[config.mk]
export PLATFORM = sky130hd
export DESIGN_NAME = wb_ram_ctrl_flat
export DESIGN_NICKNAME = d
export VERILOG_FILES = /design/src/rtl/wb_ram_ctrl_if.sv /design/src/rtl/wb_ram_ctrl.sv /design/src/flat_wrapper.sv
export SDC_FILE = /design/constraint.sdc
export NUM_CORES = 1
export LEC_CHECK = 0
export ABC_AREA = 1
export ABC_CLOCK_PERIOD_IN_PS = 1500
export BUFFER_PORTS_ARGS = -buffer_cell sky130_fd_sc_hd__buf_4
export CAP_MARGIN = 20
export CORE_AREA = 2 2 76 78
export DETAILED_ROUTE_END_ITERATION = 6
export DIE_AREA = 0 0 78 80
export PLACE_DENSITY = 0.68
export SETUP_SLACK_MARGIN = 0.3
export SYNTH_ARGS = -nofsm -noshare
export SYNTH_HDL_FRONTEND = slang
export SYNTH_SLANG_ARGS = --single-unit
[constraint.sdc]
create_clock -name clk -period 1.5 [get_ports clk]
set_input_delay 0.3 -clock clk [delete_from_list [all_inputs] [get_ports clk]]
set_output_delay 0.3 -clock clk [all_outputs]
set_load 0.05 [all_outputs]
[src/rtl/wb_ram_ctrl_if.sv]
// wb_ram_ctrl_if: Wishbone B3 bus between an interconnect master and the RAM controller.
interface wb_ram_ctrl_if #(parameter int aw = 32);
    logic [aw-1:0] wb_adr_i;
    logic [31:0]   wb_dat_i;
    logic [3:0]    wb_sel_i;
    logic          wb_we_i;
    logic          wb_cyc_i;
    logic          wb_stb_i;
    logic [2:0]    wb_cti_i;
    logic [1:0]    wb_bte_i;
    logic [31:0]   wb_dat_o;
    logic          wb_ack_o;
    logic          wb_err_o;
    modport master (
        output wb_adr_i, wb_dat_i, wb_sel_i, wb_we_i, wb_cyc_i, wb_stb_i, wb_cti_i, wb_bte_i,
        input  wb_dat_o, wb_ack_o, wb_err_o
    );
    modport slave (
        input  wb_adr_i, wb_dat_i, wb_sel_i, wb_we_i, wb_cyc_i, wb_stb_i, wb_cti_i, wb_bte_i,
        output wb_dat_o, wb_ack_o, wb_err_o
    );
endinterface

[src/rtl/wb_ram_ctrl.sv]
// wb_ram_ctrl: Wishbone B3 slave driving a 1-cycle-latency byte-write RAM (classic + incrementing bursts).
// Define WB_RAM_CTRL_RANGE_CHECK_EN to err on addresses above depth instead of aliasing.
module wb_ram_ctrl #(
    parameter int depth = 256,
    parameter int aw = 32,
    localparam int lw = $clog2(depth)
) (
    input  logic          clk,
    input  logic          rst_n,
    wb_ram_ctrl_if.slave  wb,
    output logic [3:0]    ram_we,
    output logic [31:0]   ram_din,
    output logic [lw-1:0] ram_waddr,
    output logic [lw-1:0] ram_raddr,
    input  logic [31:0]   ram_dout
);
    typedef enum logic [1:0] {
        IDLE,
        SINGLE,
        BURST
`ifdef WB_RAM_CTRL_RANGE_CHECK_EN
        , ERR
`endif
    } state_t;

    state_t        state;
    logic          ack;
    logic          req;
    logic [lw-1:0] word;
    logic [lw-1:0] msk;
    logic [lw-1:0] nxt;
    logic          unused_bits;

    assign req  = wb.wb_cyc_i & wb.wb_stb_i;
    assign word = wb.wb_adr_i[lw+1:2];
    // Wrap bursts keep the upper bits and count only inside the wrap window
    assign msk = wb.wb_bte_i == 2'b01 ? lw'(3) : wb.wb_bte_i == 2'b10 ? lw'(7) : lw'(15);
    assign nxt = wb.wb_bte_i == 2'b00 ? word + 1'b1 : (word & ~msk) | ((word + 1'b1) & msk);
    assign unused_bits = ^{wb.wb_adr_i[1:0], wb.wb_adr_i[aw-1:lw+2]};

    // In a burst the RAM is addressed one beat ahead so data lines up with the next ack
    assign ram_raddr   = state == BURST ? nxt : word;
    assign ram_waddr   = word;
    assign ram_din     = wb.wb_dat_i;
    assign ram_we      = wb.wb_sel_i & {4{ack & req & wb.wb_we_i}};
    assign wb.wb_dat_o = ram_dout;
    assign wb.wb_ack_o = ack;

`ifdef WB_RAM_CTRL_RANGE_CHECK_EN
    logic err;
    logic oor;
    logic nxt_oor;
    assign oor         = |wb.wb_adr_i[aw-1:lw+2];
    assign nxt_oor     = wb.wb_bte_i == 2'b00 && &word;
    assign wb.wb_err_o = err;
`else
    assign wb.wb_err_o = 1'b0;
`endif

    always_ff @(posedge clk or negedge rst_n) begin
        if (!rst_n) begin
            state <= IDLE;
            ack   <= 1'b0;
`ifdef WB_RAM_CTRL_RANGE_CHECK_EN
            err   <= 1'b0;
`endif
        end else begin
            case (state)
                IDLE: begin
`ifdef WB_RAM_CTRL_RANGE_CHECK_EN
                    if (req && oor) begin
                        err   <= 1'b1;
                        state <= ERR;
                    end else
`endif
                    if (req) begin
                        ack   <= 1'b1;
                        state <= wb.wb_cti_i == 3'b010 ? BURST : SINGLE;
                    end
                end
                SINGLE: begin
                    ack   <= 1'b0;
                    state <= IDLE;
                end
                BURST: begin
`ifdef WB_RAM_CTRL_RANGE_CHECK_EN
                    if (wb.wb_cti_i == 3'b111 || !req || nxt_oor) begin
`else
                    if (wb.wb_cti_i == 3'b111 || !req) begin
`endif
                        ack   <= 1'b0;
                        state <= IDLE;
                    end
                end
`ifdef WB_RAM_CTRL_RANGE_CHECK_EN
                ERR: begin
                    err   <= 1'b0;
                    state <= IDLE;
                end
`endif
                default: begin
                    ack   <= 1'b0;
                    state <= IDLE;
                end
            endcase
        end
    end
endmodule

[src/flat_wrapper.sv]
// flat-port wrapper written by rule: the top's interface ports become plain ports
module wb_ram_ctrl_flat 
#(
    parameter int depth = 256,
    parameter int aw = 32,
    localparam int lw = $clog2(depth)
)
  (clk, rst_n, ram_we, ram_din, ram_waddr, ram_raddr, ram_dout, wb_wb_adr_i, wb_wb_dat_i, wb_wb_sel_i, wb_wb_we_i, wb_wb_cyc_i, wb_wb_stb_i, wb_wb_cti_i, wb_wb_bte_i, wb_wb_dat_o, wb_wb_ack_o, wb_wb_err_o);
  wb_ram_ctrl_if #(.aw(aw)) wb_i ();
  input  logic clk;
  input  logic rst_n;
  output logic [3:0] ram_we;
  output logic [31:0] ram_din;
  output logic [lw-1:0] ram_waddr;
  output logic [lw-1:0] ram_raddr;
  input  logic [31:0] ram_dout;
  input wire logic [$bits(wb_i.wb_adr_i)-1:0] wb_wb_adr_i;
  input wire logic [$bits(wb_i.wb_dat_i)-1:0] wb_wb_dat_i;
  input wire logic [$bits(wb_i.wb_sel_i)-1:0] wb_wb_sel_i;
  input wire logic [$bits(wb_i.wb_we_i)-1:0] wb_wb_we_i;
  input wire logic [$bits(wb_i.wb_cyc_i)-1:0] wb_wb_cyc_i;
  input wire logic [$bits(wb_i.wb_stb_i)-1:0] wb_wb_stb_i;
  input wire logic [$bits(wb_i.wb_cti_i)-1:0] wb_wb_cti_i;
  input wire logic [$bits(wb_i.wb_bte_i)-1:0] wb_wb_bte_i;
  output wire logic [$bits(wb_i.wb_dat_o)-1:0] wb_wb_dat_o;
  output wire logic [$bits(wb_i.wb_ack_o)-1:0] wb_wb_ack_o;
  output wire logic [$bits(wb_i.wb_err_o)-1:0] wb_wb_err_o;
  assign wb_i.wb_adr_i = wb_wb_adr_i;
  assign wb_i.wb_dat_i = wb_wb_dat_i;
  assign wb_i.wb_sel_i = wb_wb_sel_i;
  assign wb_i.wb_we_i = wb_wb_we_i;
  assign wb_i.wb_cyc_i = wb_wb_cyc_i;
  assign wb_i.wb_stb_i = wb_wb_stb_i;
  assign wb_i.wb_cti_i = wb_wb_cti_i;
  assign wb_i.wb_bte_i = wb_wb_bte_i;
  assign wb_wb_dat_o = wb_i.wb_dat_o;
  assign wb_wb_ack_o = wb_i.wb_ack_o;
  assign wb_wb_err_o = wb_i.wb_err_o;
  wb_ram_ctrl #(.depth(depth), .aw(aw)) u_core (.clk(clk), .rst_n(rst_n), .wb(wb_i), .ram_we(ram_we), .ram_din(ram_din), .ram_waddr(ram_waddr), .ram_raddr(ram_raddr), .ram_dout(ram_dout));
endmodule
==> out/results.tsv <==
metric	value	unit
failing checks	negative setup slack	
Area Overhead vs Synth	24.5	%
synth unique cells	18	
initial DRC count	2	
sequential-to-total area share from yosys stat	0.0773	
GPL Wtd Cong	0.659	
DP Area	1020	sq um
Finished Cell Area	1210	sq um
num rows	27	
worst path bufs/invs	3	
Worst IR Drop VDD	0.000177	V
delay-heaviest family, CP	simple AND/OR/NAND/NOR gates	
initial antenna violation count	0	
Req. time, crit path	1.20	ns
Nets	240	
Initial DRT Pass Iterations	2	
min-delay src	wb_wb_cti_i[0]	
Final Skew	0.000964	ns
Vias	692	
Final setup viols	6	
All-Layer GR Usage	0.0721	
synthesized cell area	971	sq um
post-DR vias/cell	3.49	
critical path capture point type	output pin	
synthesis-stage register bit count	3	
first-pass GRT wire length	3460	microns
Max Freq	0.623	GHz
largest stage delay on the critical path	0.37	ns
max_cap viols	0	
CTS max path bufs	2	
depth of the CTS H-tree	1	
pwr dens	580	nW/um^2
post-layout worst setup margin	-0.106	ns
largest net degree at the start of global routing	6	
CP arrival	1.31	ns
DR WL/cell	11.7	microns
n_diodes	0	
RSZ-0062 raised after global routing	true	
warnings from Yosys	0	
CP Class	register to output pin	
post-DP HPWL	1980	microns
Clk pin slew, worst setup/hold paths	0.03	ns
met2 GRT Util	0.123	
CTS Buf Count	3	
die width	78	microns
min cycle time layout	1.61	ns
Net Count, Synth	257	
DRT Wirelength	2310	microns
Max FO, Critical Path	4	
status	finished with violations	
Mapped Cells	144	
period utilisation layout	1.07	
Die Area	6240	sq um
CTS tree	yes	
drt drc	0	
Fin. Hold Viols	0	
GRT overflow	0	
Final Max Slew Viols	0	
Routed Antenna Nets	0	
Mean Syn Cell Area	6.74	sq um
Slowest-stage cell, CP	dfrtp_1	
number of global-route vias before repair	721	
Clock Latency Late Sink	0.22	ns
GR peak layer	met2	
post-route setup TNS	-0.495	ns
M1 GR Usage	0.0540	
RR Startpoint	u_core.state[0]$_DFFE_PN0P_	
worst path cell trace	inv_2, nand2_4, nor2_4, nand4_1, nand2_1, clkinvlp_4, buf_6	
M3 GR Usage	0.0475	
port buffer count	42	
share of layout cells above drive strength 1	0.683	
Reg2Reg Setup Slack	0.50	ns
CTS sink cnt	3	
Die Y	80	microns
boundary pin count	196	
Min Hold Slack	0.408	ns
core area	5410	sq um
initial core utilization	0.180	
hold crit path type	primary input to register	
Root Buffer	clkbuf_8	
Leak	0.000567	uW
CP startpoint	u_core.state[0]$_DFFE_PN0P_	
Startpoint Class	register	
==> report_power, final <==
part / internal, uW / switching (uW)
logic: 154 / 214
clock network: 181 / 53.8
registers: 89.8 / 8.06
total: 425 / 276
==> cell families after synthesis <==
logic type      synth area share
compound gates            0.0180
xor+xnor                  0.0451
fa+ha+maj                 0.0387
buf+inv                    0.642
flops                     0.0773
other cells              0.00386
simple gates               0.175
==> cell usage after synthesis <==
master,number,share of area
conb_1,1,0.0039
nor2_1,6,0.023
dfrtp_1,3,0.077
buf_4,73,0.56
inv_1,20,0.077
xor2_1,2,0.018
nor2_2,1,0.0064
nor2_4,1,0.012
o31ai_1,1,0.0077
a21oi_1,2,0.010
nand3b_1,1,0.0077
and3_1,1,0.0064
ha_1,3,0.039
nand3_1,9,0.046
nand2_2,1,0.0064
nand4_1,2,0.013
xnor2_1,3,0.027
nand2_1,14,0.054
==> final timing paths <==
path | end | depth (start not counted)
setup / recovery | ram_raddr[7] | 7
setup reg to reg | u_core.wb.wb_ack_o$_DFFE_PN0P_ | 6
min in group asynchronous | u_core.wb.wb_ack_o$_DFFE_PN0P_ | 2
hold reg to reg | u_core.wb.wb_ack_o$_DFFE_PN0P_ | 3
hold / removal | u_core.state[1]$_DFFE_PN0P_ | 3
max in group asynchronous | u_core.state[1]$_DFFE_PN0P_ | 2
==> routing by layer <==
layer / up-vias / share of wire
met2: 58 / 0.49
li1: 324 / -
met4: 0 / 0.080
met3: 29 / 0.18
met5: - / 0
met1: 281 / 0.25
==> layout by cell type (no fill, tap or decap), types with 2 or more instances in the layout <==
cell type and instances:
dfrtp_2 2, buf_6 7, a21oi_1 2, xnor2_4 2
clkbuf_8 3, inv_1 11, nor2_4 7, clkinvlp_4 2
buf_8 8, nand2_1 7, buf_4 35, ha_1 2
inv_2 5, nand4_1 2, nand2_2 7, nand3_1 7
==> cell type report <==
type                            count  area, sq um
Multi-Input combinational cell     48          432
Timing Repair Buffer               51          472
Fill cell                         604         4200
Inverter                           20         92.6
Tap cell                           72         90.1
Sequential cell                     3         77.6
Clock buffer                        4         45.0
==> per-stage QoR <==
stage,instances,power [uW],util,setup WS (ns)
after floorplan,144,770,-,0.0887
after global placement,190,417,0.188,-0.105
after detailed placement,190,421,0.188,-0.117
after CTS,197,704,0.217,-0.116
after global routing,198,741,0.224,-0.187
final,198,701,0.224,-0.106
==> timing repair <==
| item | in CTS | in global routing |
|---|---|---|
| hold buffers | 1 | 0 |
| buffers inserted | 2 | 1 |
| endpoints found under the hold margin | 3 | 0 |
| endpoints found under the setup margin | 12 | 13 |
| gates resized for setup | 22 | 10 |
| pin swaps | 6 | 4 |
==> sequential cells by signal, summed over array words and instances, names as in the netlist <==
signal              cells
u_core.state            2
u_core.wb.wb_ack_o      1
==> worst min-delay path, cell delays in order <==
cell	delay (ns)
buf_4	0.08
nand3b_1	0.13
o31ai_1	0.07
Note: power is estimated with default switching activity, not from simulation.
